## src/rtl/mem_wb_stage_pkg.sv

```systemverilog
// Shared constants and types for the MEM->WB pipeline register.
// Optional HI/LO channel is controlled by the MEM_WB_HILO_EN macro (see top).
package mem_wb_stage_pkg;

    localparam logic        RstEnable    = 1'b0;
    localparam logic        Stop         = 1'b1;
    localparam logic        NoStop       = 1'b0;
    localparam logic [31:0] ZeroWord     = 32'h0000_0000;
    localparam logic [4:0]  NOPRegAddr   = 5'b00000;
    localparam logic        WriteDisable = 1'b0;

    // What a lane register does on the next clock edge.
    typedef enum logic [1:0] {
        CtlHold  = 2'd0,
        CtlLoad  = 2'd1,
        CtlClear = 2'd2
    } lane_ctl_e;

    // Number of set bits in a lane-valid vector of up to four lanes.
    function automatic logic [2:0] popcount4(input logic [3:0] v);
        popcount4 = 3'({2'b00, v[0]} + {2'b00, v[1]} + {2'b00, v[2]} + {2'b00, v[3]});
    endfunction

endpackage

```

## src/rtl/mem_wb_stage_if.sv

```systemverilog
// MEM->WB bus: memory-stage inputs and registered write-back outputs.
// HI/LO signals exist only when MEM_WB_HILO_EN is defined.
interface mem_wb_stage_if #(
    parameter int LANES  = 2,
    parameter int DATA_W = 32,
    parameter int ADDR_W = 5
);
    logic [LANES-1:0]        mem_valid;
    logic [LANES-1:0]        mem_wreg;
    logic [LANES*ADDR_W-1:0] mem_wd;
    logic [LANES*DATA_W-1:0] mem_wdata;
    logic [LANES-1:0]        wb_valid;
    logic [LANES-1:0]        wb_wreg;
    logic [LANES*ADDR_W-1:0] wb_wd;
    logic [LANES*DATA_W-1:0] wb_wdata;
`ifdef MEM_WB_HILO_EN
    logic                    mem_whilo;
    logic [DATA_W-1:0]       mem_hi;
    logic [DATA_W-1:0]       mem_lo;
    logic                    wb_whilo;
    logic [DATA_W-1:0]       wb_hi;
    logic [DATA_W-1:0]       wb_lo;

    modport master (
        output mem_valid, mem_wreg, mem_wd, mem_wdata, mem_whilo, mem_hi, mem_lo,
        input  wb_valid, wb_wreg, wb_wd, wb_wdata, wb_whilo, wb_hi, wb_lo
    );
    modport slave (
        input  mem_valid, mem_wreg, mem_wd, mem_wdata, mem_whilo, mem_hi, mem_lo,
        output wb_valid, wb_wreg, wb_wd, wb_wdata, wb_whilo, wb_hi, wb_lo
    );
`else
    modport master (
        output mem_valid, mem_wreg, mem_wd, mem_wdata,
        input  wb_valid, wb_wreg, wb_wd, wb_wdata
    );
    modport slave (
        input  mem_valid, mem_wreg, mem_wd, mem_wdata,
        output wb_valid, wb_wreg, wb_wd, wb_wdata
    );
`endif
endinterface

```

## src/rtl/mem_wb_stage_wb_lane_reg.sv

```systemverilog
// One write-back lane register: valid / write-enable / address / data,
// with load, clear (bubble) and hold controls. Writes to register 0 are
// suppressed at load time.
module wb_lane_reg
    import mem_wb_stage_pkg::*;
#(
    parameter int DATA_W = 32,
    parameter int ADDR_W = 5
) (
    input  logic              clk,
    input  logic              resetn,
    input  lane_ctl_e         ctl_i,
    input  logic              valid_i,
    input  logic              wreg_i,
    input  logic [ADDR_W-1:0] wd_i,
    input  logic [DATA_W-1:0] wdata_i,
    output logic              valid_o,
    output logic              wreg_o,
    output logic [ADDR_W-1:0] wd_o,
    output logic [DATA_W-1:0] wdata_o
);

    logic              valid_q, valid_d;
    logic              wreg_q,  wreg_d;
    logic [ADDR_W-1:0] wd_q,    wd_d;
    logic [DATA_W-1:0] wdata_q, wdata_d;

    // Next-state selection: hold by default, load or clear on request.
    always_comb begin
        valid_d = valid_q;
        wreg_d  = wreg_q;
        wd_d    = wd_q;
        wdata_d = wdata_q;
        case (ctl_i)
            CtlLoad: begin
                valid_d = valid_i;
                wreg_d  = valid_i & wreg_i & (wd_i != '0);
                wd_d    = wd_i;
                wdata_d = wdata_i;
            end
            CtlClear: begin
                valid_d = 1'b0;
                wreg_d  = WriteDisable;
                wd_d    = '0;
                wdata_d = '0;
            end
            default: ;
        endcase
    end

    // Lane state register with synchronous active-low reset.
    always_ff @(posedge clk) begin
        if (resetn == RstEnable) begin
            valid_q <= 1'b0;
            wreg_q  <= WriteDisable;
            wd_q    <= '0;
            wdata_q <= '0;
        end else begin
            valid_q <= valid_d;
            wreg_q  <= wreg_d;
            wd_q    <= wd_d;
            wdata_q <= wdata_d;
        end
    end

    assign valid_o = valid_q;
    assign wreg_o  = wreg_q;
    assign wd_o    = wd_q;
    assign wdata_o = wdata_q;

endmodule

```

## src/rtl/mem_wb_stage.sv

```systemverilog
// MEM->WB pipeline register: LANES write-back lanes, stall hold, bubble,
// exception flush and a retired-instruction counter.
// Define MEM_WB_HILO_EN to build the HI/LO write channel (lane 0 only).
module mem_wb_stage
    import mem_wb_stage_pkg::*;
#(
    parameter int LANES     = 2,
    parameter int DATA_W    = 32,
    parameter int ADDR_W    = 5,
    parameter int STALL_W   = 6,
    parameter int STAGE_IDX = 4
) (
    input  logic               clk,
    input  logic               resetn,
    input  logic [STALL_W-1:0] stall_i,
    input  logic               flush_i,
    mem_wb_stage_if.slave      bus,
    output logic [31:0]        retire_cnt_o,
    output logic [2:0]         retire_inc_o
);

    lane_ctl_e         ctl;
    logic              stallSelf;
    logic              stallDown;
    logic              unusedStall;
    logic [2:0]        retirePop;
    logic [31:0]       retireCnt_q, retireCnt_d;
    logic [2:0]        retireInc_q, retireInc_d;

    logic              laneValid [LANES];
    logic              laneWreg  [LANES];
    logic [ADDR_W-1:0] laneWd    [LANES];
    logic [DATA_W-1:0] laneWdata [LANES];

    assign stallSelf   = stall_i[STAGE_IDX];
    assign unusedStall = ^stall_i;

    // The last stage in the stall vector has no downstream neighbour.
    generate
        if (STAGE_IDX == STALL_W - 1) begin : g_no_down
            assign stallDown = NoStop;
        end else begin : g_down
            assign stallDown = stall_i[STAGE_IDX+1];
        end
    endgenerate

    // Control decode: flush beats stall; a stalled stage feeding a running one emits a bubble.
    always_comb begin
        ctl = CtlHold;
        if (flush_i)
            ctl = CtlClear;
        else if (stallSelf == NoStop)
            ctl = CtlLoad;
        else if (stallDown == NoStop)
            ctl = CtlClear;
    end

    generate
        for (genvar i = 0; i < LANES; i++) begin : g_lane
            wb_lane_reg #(
                .DATA_W (DATA_W),
                .ADDR_W (ADDR_W)
            ) u_lane (
                .clk     (clk),
                .resetn  (resetn),
                .ctl_i   (ctl),
                .valid_i (bus.mem_valid[i]),
                .wreg_i  (bus.mem_wreg[i]),
                .wd_i    (bus.mem_wd[i*ADDR_W +: ADDR_W]),
                .wdata_i (bus.mem_wdata[i*DATA_W +: DATA_W]),
                .valid_o (laneValid[i]),
                .wreg_o  (laneWreg[i]),
                .wd_o    (laneWd[i]),
                .wdata_o (laneWdata[i])
            );
        end
    endgenerate

    // Pack per-lane registers back onto the write-back bus.
    always_comb begin
        bus.wb_valid = '0;
        bus.wb_wreg  = '0;
        bus.wb_wd    = '0;
        bus.wb_wdata = '0;
        for (int i = 0; i < LANES; i++) begin
            bus.wb_valid[i]                  = laneValid[i];
            bus.wb_wreg[i]                   = laneWreg[i];
            bus.wb_wd[i*ADDR_W +: ADDR_W]    = laneWd[i];
            bus.wb_wdata[i*DATA_W +: DATA_W] = laneWdata[i];
        end
    end

    assign retirePop = popcount4(4'(bus.mem_valid));

    // Retire accounting: only a real advance counts; hold and bubble report zero.
    always_comb begin
        retireInc_d = '0;
        retireCnt_d = retireCnt_q;
        if (ctl == CtlLoad) begin
            retireInc_d = retirePop;
            retireCnt_d = retireCnt_q + {29'd0, retirePop};
        end
    end

    // Retire counter registers.
    always_ff @(posedge clk) begin
        if (resetn == RstEnable) begin
            retireCnt_q <= '0;
            retireInc_q <= '0;
        end else begin
            retireCnt_q <= retireCnt_d;
            retireInc_q <= retireInc_d;
        end
    end

    assign retire_cnt_o = retireCnt_q;
    assign retire_inc_o = retireInc_q;

`ifdef MEM_WB_HILO_EN
    logic              whilo_q, whilo_d;
    logic [DATA_W-1:0] hi_q, hi_d;
    logic [DATA_W-1:0] lo_q, lo_d;

    // HI/LO channel next state follows the same load/clear/hold control as lane 0.
    always_comb begin
        whilo_d = whilo_q;
        hi_d    = hi_q;
        lo_d    = lo_q;
        case (ctl)
            CtlLoad: begin
                whilo_d = bus.mem_valid[0] & bus.mem_whilo;
                hi_d    = bus.mem_hi;
                lo_d    = bus.mem_lo;
            end
            CtlClear: begin
                whilo_d = WriteDisable;
                hi_d    = '0;
                lo_d    = '0;
            end
            default: ;
        endcase
    end

    // HI/LO channel registers.
    always_ff @(posedge clk) begin
        if (resetn == RstEnable) begin
            whilo_q <= WriteDisable;
            hi_q    <= '0;
            lo_q    <= '0;
        end else begin
            whilo_q <= whilo_d;
            hi_q    <= hi_d;
            lo_q    <= lo_d;
        end
    end

    assign bus.wb_whilo = whilo_q;
    assign bus.wb_hi    = hi_q;
    assign bus.wb_lo    = lo_q;
`endif

endmodule

```

## src/flat_wrapper.sv

```systemverilog
// flat-port wrapper written by rule: the top's interface ports become plain ports
module mem_wb_stage_flat import mem_wb_stage_pkg::*;
#(
    parameter int LANES     = 2,
    parameter int DATA_W    = 32,
    parameter int ADDR_W    = 5,
    parameter int STALL_W   = 6,
    parameter int STAGE_IDX = 4
)
  (clk, resetn, stall_i, flush_i, retire_cnt_o, retire_inc_o, bus_mem_valid, bus_mem_wreg, bus_mem_wd, bus_mem_wdata, bus_wb_valid, bus_wb_wreg, bus_wb_wd, bus_wb_wdata);
  mem_wb_stage_if #(.LANES(LANES), .DATA_W(DATA_W), .ADDR_W(ADDR_W)) bus_i ();
  input  logic clk;
  input  logic resetn;
  input  logic [STALL_W-1:0] stall_i;
  input  logic flush_i;
  output logic [31:0] retire_cnt_o;
  output logic [2:0] retire_inc_o;
  input wire logic [$bits(bus_i.mem_valid)-1:0] bus_mem_valid;
  input wire logic [$bits(bus_i.mem_wreg)-1:0] bus_mem_wreg;
  input wire logic [$bits(bus_i.mem_wd)-1:0] bus_mem_wd;
  input wire logic [$bits(bus_i.mem_wdata)-1:0] bus_mem_wdata;
  output wire logic [$bits(bus_i.wb_valid)-1:0] bus_wb_valid;
  output wire logic [$bits(bus_i.wb_wreg)-1:0] bus_wb_wreg;
  output wire logic [$bits(bus_i.wb_wd)-1:0] bus_wb_wd;
  output wire logic [$bits(bus_i.wb_wdata)-1:0] bus_wb_wdata;
  assign bus_i.mem_valid = bus_mem_valid;
  assign bus_i.mem_wreg = bus_mem_wreg;
  assign bus_i.mem_wd = bus_mem_wd;
  assign bus_i.mem_wdata = bus_mem_wdata;
  assign bus_wb_valid = bus_i.wb_valid;
  assign bus_wb_wreg = bus_i.wb_wreg;
  assign bus_wb_wd = bus_i.wb_wd;
  assign bus_wb_wdata = bus_i.wb_wdata;
  mem_wb_stage #(.LANES(LANES), .DATA_W(DATA_W), .ADDR_W(ADDR_W), .STALL_W(STALL_W), .STAGE_IDX(STAGE_IDX)) u_core (.clk(clk), .resetn(resetn), .stall_i(stall_i), .flush_i(flush_i), .bus(bus_i), .retire_cnt_o(retire_cnt_o), .retire_inc_o(retire_inc_o));
endmodule
```

## config.mk

```make
export PLATFORM = sky130hd
export DESIGN_NAME = mem_wb_stage_flat
export DESIGN_NICKNAME = d
export VERILOG_FILES = /design/src/rtl/mem_wb_stage_pkg.sv /design/src/rtl/mem_wb_stage_if.sv /design/src/rtl/mem_wb_stage_wb_lane_reg.sv /design/src/rtl/mem_wb_stage.sv /design/src/flat_wrapper.sv
export SDC_FILE = /design/constraint.sdc
export NUM_CORES = 1
export LEC_CHECK = 0
export ABC_AREA = 1
export CORE_MARGIN = 2
export CORE_UTILIZATION = 25
export CTS_BUF_LIST = sky130_fd_sc_hd__clkbuf_8
export DETAILED_ROUTE_END_ITERATION = 8
export GPL_TIMING_DRIVEN = 0
export PLACE_DENSITY = 0.61
export SLEW_MARGIN = 20
export SYNTH_ARGS = -nofsm -noshare
export SYNTH_HDL_FRONTEND = slang
export SYNTH_SLANG_ARGS = --single-unit
```

## constraint.sdc

```tcl
create_clock -name clk -period 3 [get_ports clk]
set_input_delay 0.75 -clock clk [delete_from_list [all_inputs] [get_ports clk]]
set_output_delay 0.75 -clock clk [all_outputs]
set_load 0.05 [all_outputs]
```

==> results.sh <==
export IMPL_cp_top_family="adder cells"
export IMPL_drt_pass1_iter_count=4
export IMPL_grt_max_degree=22
export IMPL_post_cts_buffers=0
export IMPL_status="complete, no violations"
export IMPL_totalWireLength_um=15300
export IMPL_holdBufCountCts=0
export IMPL_drt_initial_drc_count=241
export IMPL_clk_pin_slew_ns=0.12
export IMPL_hold_viol=0
export IMPL_ys_ff_latch=112
export IMPL_grt_pass1_vias=4558
export IMPL_fin_crit_sh=0.918
export IMPL_ir_drop_mv=0.211
export IMPL_worstMarginPinSlew_ns=0.648
export IMPL_place_hpwl_um=11700
export IMPL_synth_avg_cell_area_um2=7.32
export IMPL_netlist_area_um2=4790
export IMPL_slew_viol_final=0
export IMPL_post_synth_top_area_cell="dfxtp_1"
export IMPL_place_congestion=0.796
export IMPL_gr_total_overflow=0
export IMPL_cts_buffers_inserted=9
export IMPL_maxCapViolations=0
export IMPL_fin_worst_skew_ns=0.0142
export IMPL_cts_root_buffer="clkbuf_8"
export IMPL_power_density_nw_per_um2=415
export IMPL_ys_types=30
export IMPL_clock_latency_ns=0.39
export IMPL_drc=0
export IMPL_viasPerCell=4.40
export IMPL_grt_total_usage=0.150
export IMPL_grt_pass1_wl_um=23700
export IMPL_cts_sinks=112
export IMPL_final_cells=1097
export IMPL_yosysSeqAreaShare=0.468
export IMPL_crit_path_start_kind="input pin"
export IMPL_required_ns=3.30
export IMPL_ys_warn_count=0
export IMPL_synth_top_cell_area_share=0.468
export IMPL_rsz0062_at_grt="no"
export IMPL_num_vias=4825
export IMPL_die_y_um=142
export IMPL_crit_path_max_incr_delay_ns=0.47
export IMPL_power_leakage_nw=2.95
export IMPL_critPathBufInv=2
export IMPL_core_um2=18800
export IMPL_async_reset_ff_frac=0
export IMPL_timing_fmax_mhz=363
export IMPL_path_class="input pin to register"
export IMPL_ys_flop_type="dfxtp_1"
export IMPL_die_area_um2=20300
export IMPL_setup_viol=0
export IMPL_worstPathArrival_ns=3.05
export IMPL_timing_final_crit_period_ns=2.75
export IMPL_cp_max_fo=4
export IMPL_drive_gt1_frac=0.0672
export IMPL_fill_cells=2002
export IMPL_portBuffers=193
export IMPL_antenna_found_initial=0
export IMPL_cts_buffer_depth=2
export IMPL_synth_edf_count=0
export IMPL_slew_headroom=0.568
export IMPL_finalNetCount=949
export IMPL_min_path_type="register to register"
export IMPL_synth_net_count=745
export IMPL_tns_ns=0
export IMPL_preCtsSetupSlack_ns=-0.212
export IMPL_area_growth_pct=51.0
export IMPL_row_count=50
export IMPL_dpl_cell_count=1081
export IMPL_start_util=0.255
export IMPL_io_pins=200
export IMPL_synth_area_leaders="dfxtp_1 47%, nand3_1 16%, nand2_1 12%, nor2_1 4.2%, inv_1 4.1%"
export IMPL_die_w_um=142
export IMPL_fin_ws_ns=0.246
export IMPL_ant_nets=0
export IMPL_end_kind="register"
export IMPL_cts_tree="done"
export IMPL_routedWlPerCell_um=14.0
export IMPL_ys_top_cells_by_count="156 x nand3_1, 149 x nand2_1, 112 x dfxtp_1, 54 x nor2_1, 52 x inv_1"
export IMPL_cts_max_level=3
export IMPL_yosys_cell_count_top_type="nand3_1"
export IMPL_path_cells="clkdlybuf4s50_1, ha_1, ha_1, inv_1, fa_1, nor2_2, nand3_4, nor2_2, nand2_2, nor2_2, nand2_1, nand2_1, nor2_1"
export IMPL_diodes=0
export IMPL_cts_resized_gates=0
export IMPL_synthCells=654
export IMPL_crit_top_cell="nor2_2"
export IMPL_slowest_stage="clkdlybuf4s50_1"
[routing by layer]
| metal | part of all wire | up-vias | track usage | routed length, µm |
|---|---|---|---|---|
| met5 | 0 | - | 0 | 0 |
| met4 | 0.018 | 0 | 0.0526 | 282 |
| met3 | 0.086 | 20 | 0.0525 | 1320 |
| met2 | 0.44 | 153 | 0.232 | 6670 |
| met1 | 0.46 | 2123 | 0.193 | 7040 |
| li1 | - | 2529 | - | - |
[worst paths after layout]
path                                                     from                                               end  slack (ns)  cells after the start
min          u_core.g_lane[0].u_lane.wdata_o[26]$_SDFFE_PN0P_  u_core.g_lane[0].u_lane.wdata_o[26]$_SDFFE_PN0P_        0.47                      2
max                                          bus_mem_valid[1]              u_core.retire_cnt_o[18]$_SDFFE_PN0N_        0.25                     13
min reg2reg  u_core.g_lane[0].u_lane.wdata_o[26]$_SDFFE_PN0P_  u_core.g_lane[0].u_lane.wdata_o[26]$_SDFFE_PN0P_        0.47                      2
max reg2reg               u_core.retire_cnt_o[0]$_SDFFE_PN0N_              u_core.retire_cnt_o[18]$_SDFFE_PN0N_        1.03                     11
[power breakdown]
group	leakage (nW)	internal, W	switching [W]
clock	0.109	0.000411	0.000600
combinational	1.93	0.000187	0.000262
sequential	0.909	0.00152	0.0000177
total	2.95	0.00212	0.000880
[state kept, by name (all words and copies together) (netlist names)]
| signal | count |
|---|---|
| u_core.retire_inc_o | 2 |
| u_core.g_lane.u_lane.wd_o | 10 |
| u_core.g_lane.u_lane.valid_o | 2 |
| u_core.g_lane.u_lane.wdata_o | 64 |
| u_core.g_lane.u_lane.wreg_o | 2 |
| u_core.retire_cnt_o | 32 |
[final cells by class]
type	count	area, µm²	area share
sequential	112	2240	0.310
multi-input combinational	446	2140	0.296
timing repair buffer	193	1930	0.267
tap	234	293	0.0405
buffer	43	209	0.0289
inverter	53	199	0.0275
clock buffer	9	124	0.0171
clock inverter	7	92.6	0.0128
[logic make-up after synthesis]
group | count (synthesis) | share of synthesized area
DFF | 112 | 0.468
AOI/OAI and AO/OA | 34 | 0.0361
and+or+nand+nor | 405 | 0.394
xor gates and xnor gates | 2 | 0.00366
other | 1 | 0.000784
buffers and inverters | 96 | 0.0852
adders and majority gates | 4 | 0.0120
[cell usage in the layout (no fill, tap or decap), types with 3 or more instances in the layout]
cell	n
nand4_1	11
o21ai_0	17
buf_1	7
clkdlybuf4s50_1	193
nand3_1	156
inv_6	3
nor3_1	9
nand2_1	149
inv_1	52
clkbuf_8	10
ha_1	3
dfxtp_1	112
clkbuf_1	20
nor2_1	54
nand3_2	3
nor2_4	5
nand2_2	5
buf_4	5
buf_2	9
nor2_2	9
a21oi_1	15
[stage by stage]
stage                     instance area (µm²)  hold slack [ns]  power [W]  utilization
final                                    7230            0.468    0.00300        0.385
after global routing                     7230            0.491    0.00314        0.385
after CTS                                7230            0.473    0.00305        0.385
after detailed placement                 7010            0.456    0.00203        0.374
after global placement                   7010            0.451    0.00203        0.374
after floorplan                          4790            0.440    0.00180            -
[worst register-to-register path: cells and delay by family, from the launching register on]
family	cells	cell delay, ns
adders and majority gates	2	0.58
buffers and inverters	1	0.05
DFF	1	0.38
and+or+nand+nor	8	0.89
Note: power is estimated with default switching activity, not from simulation.
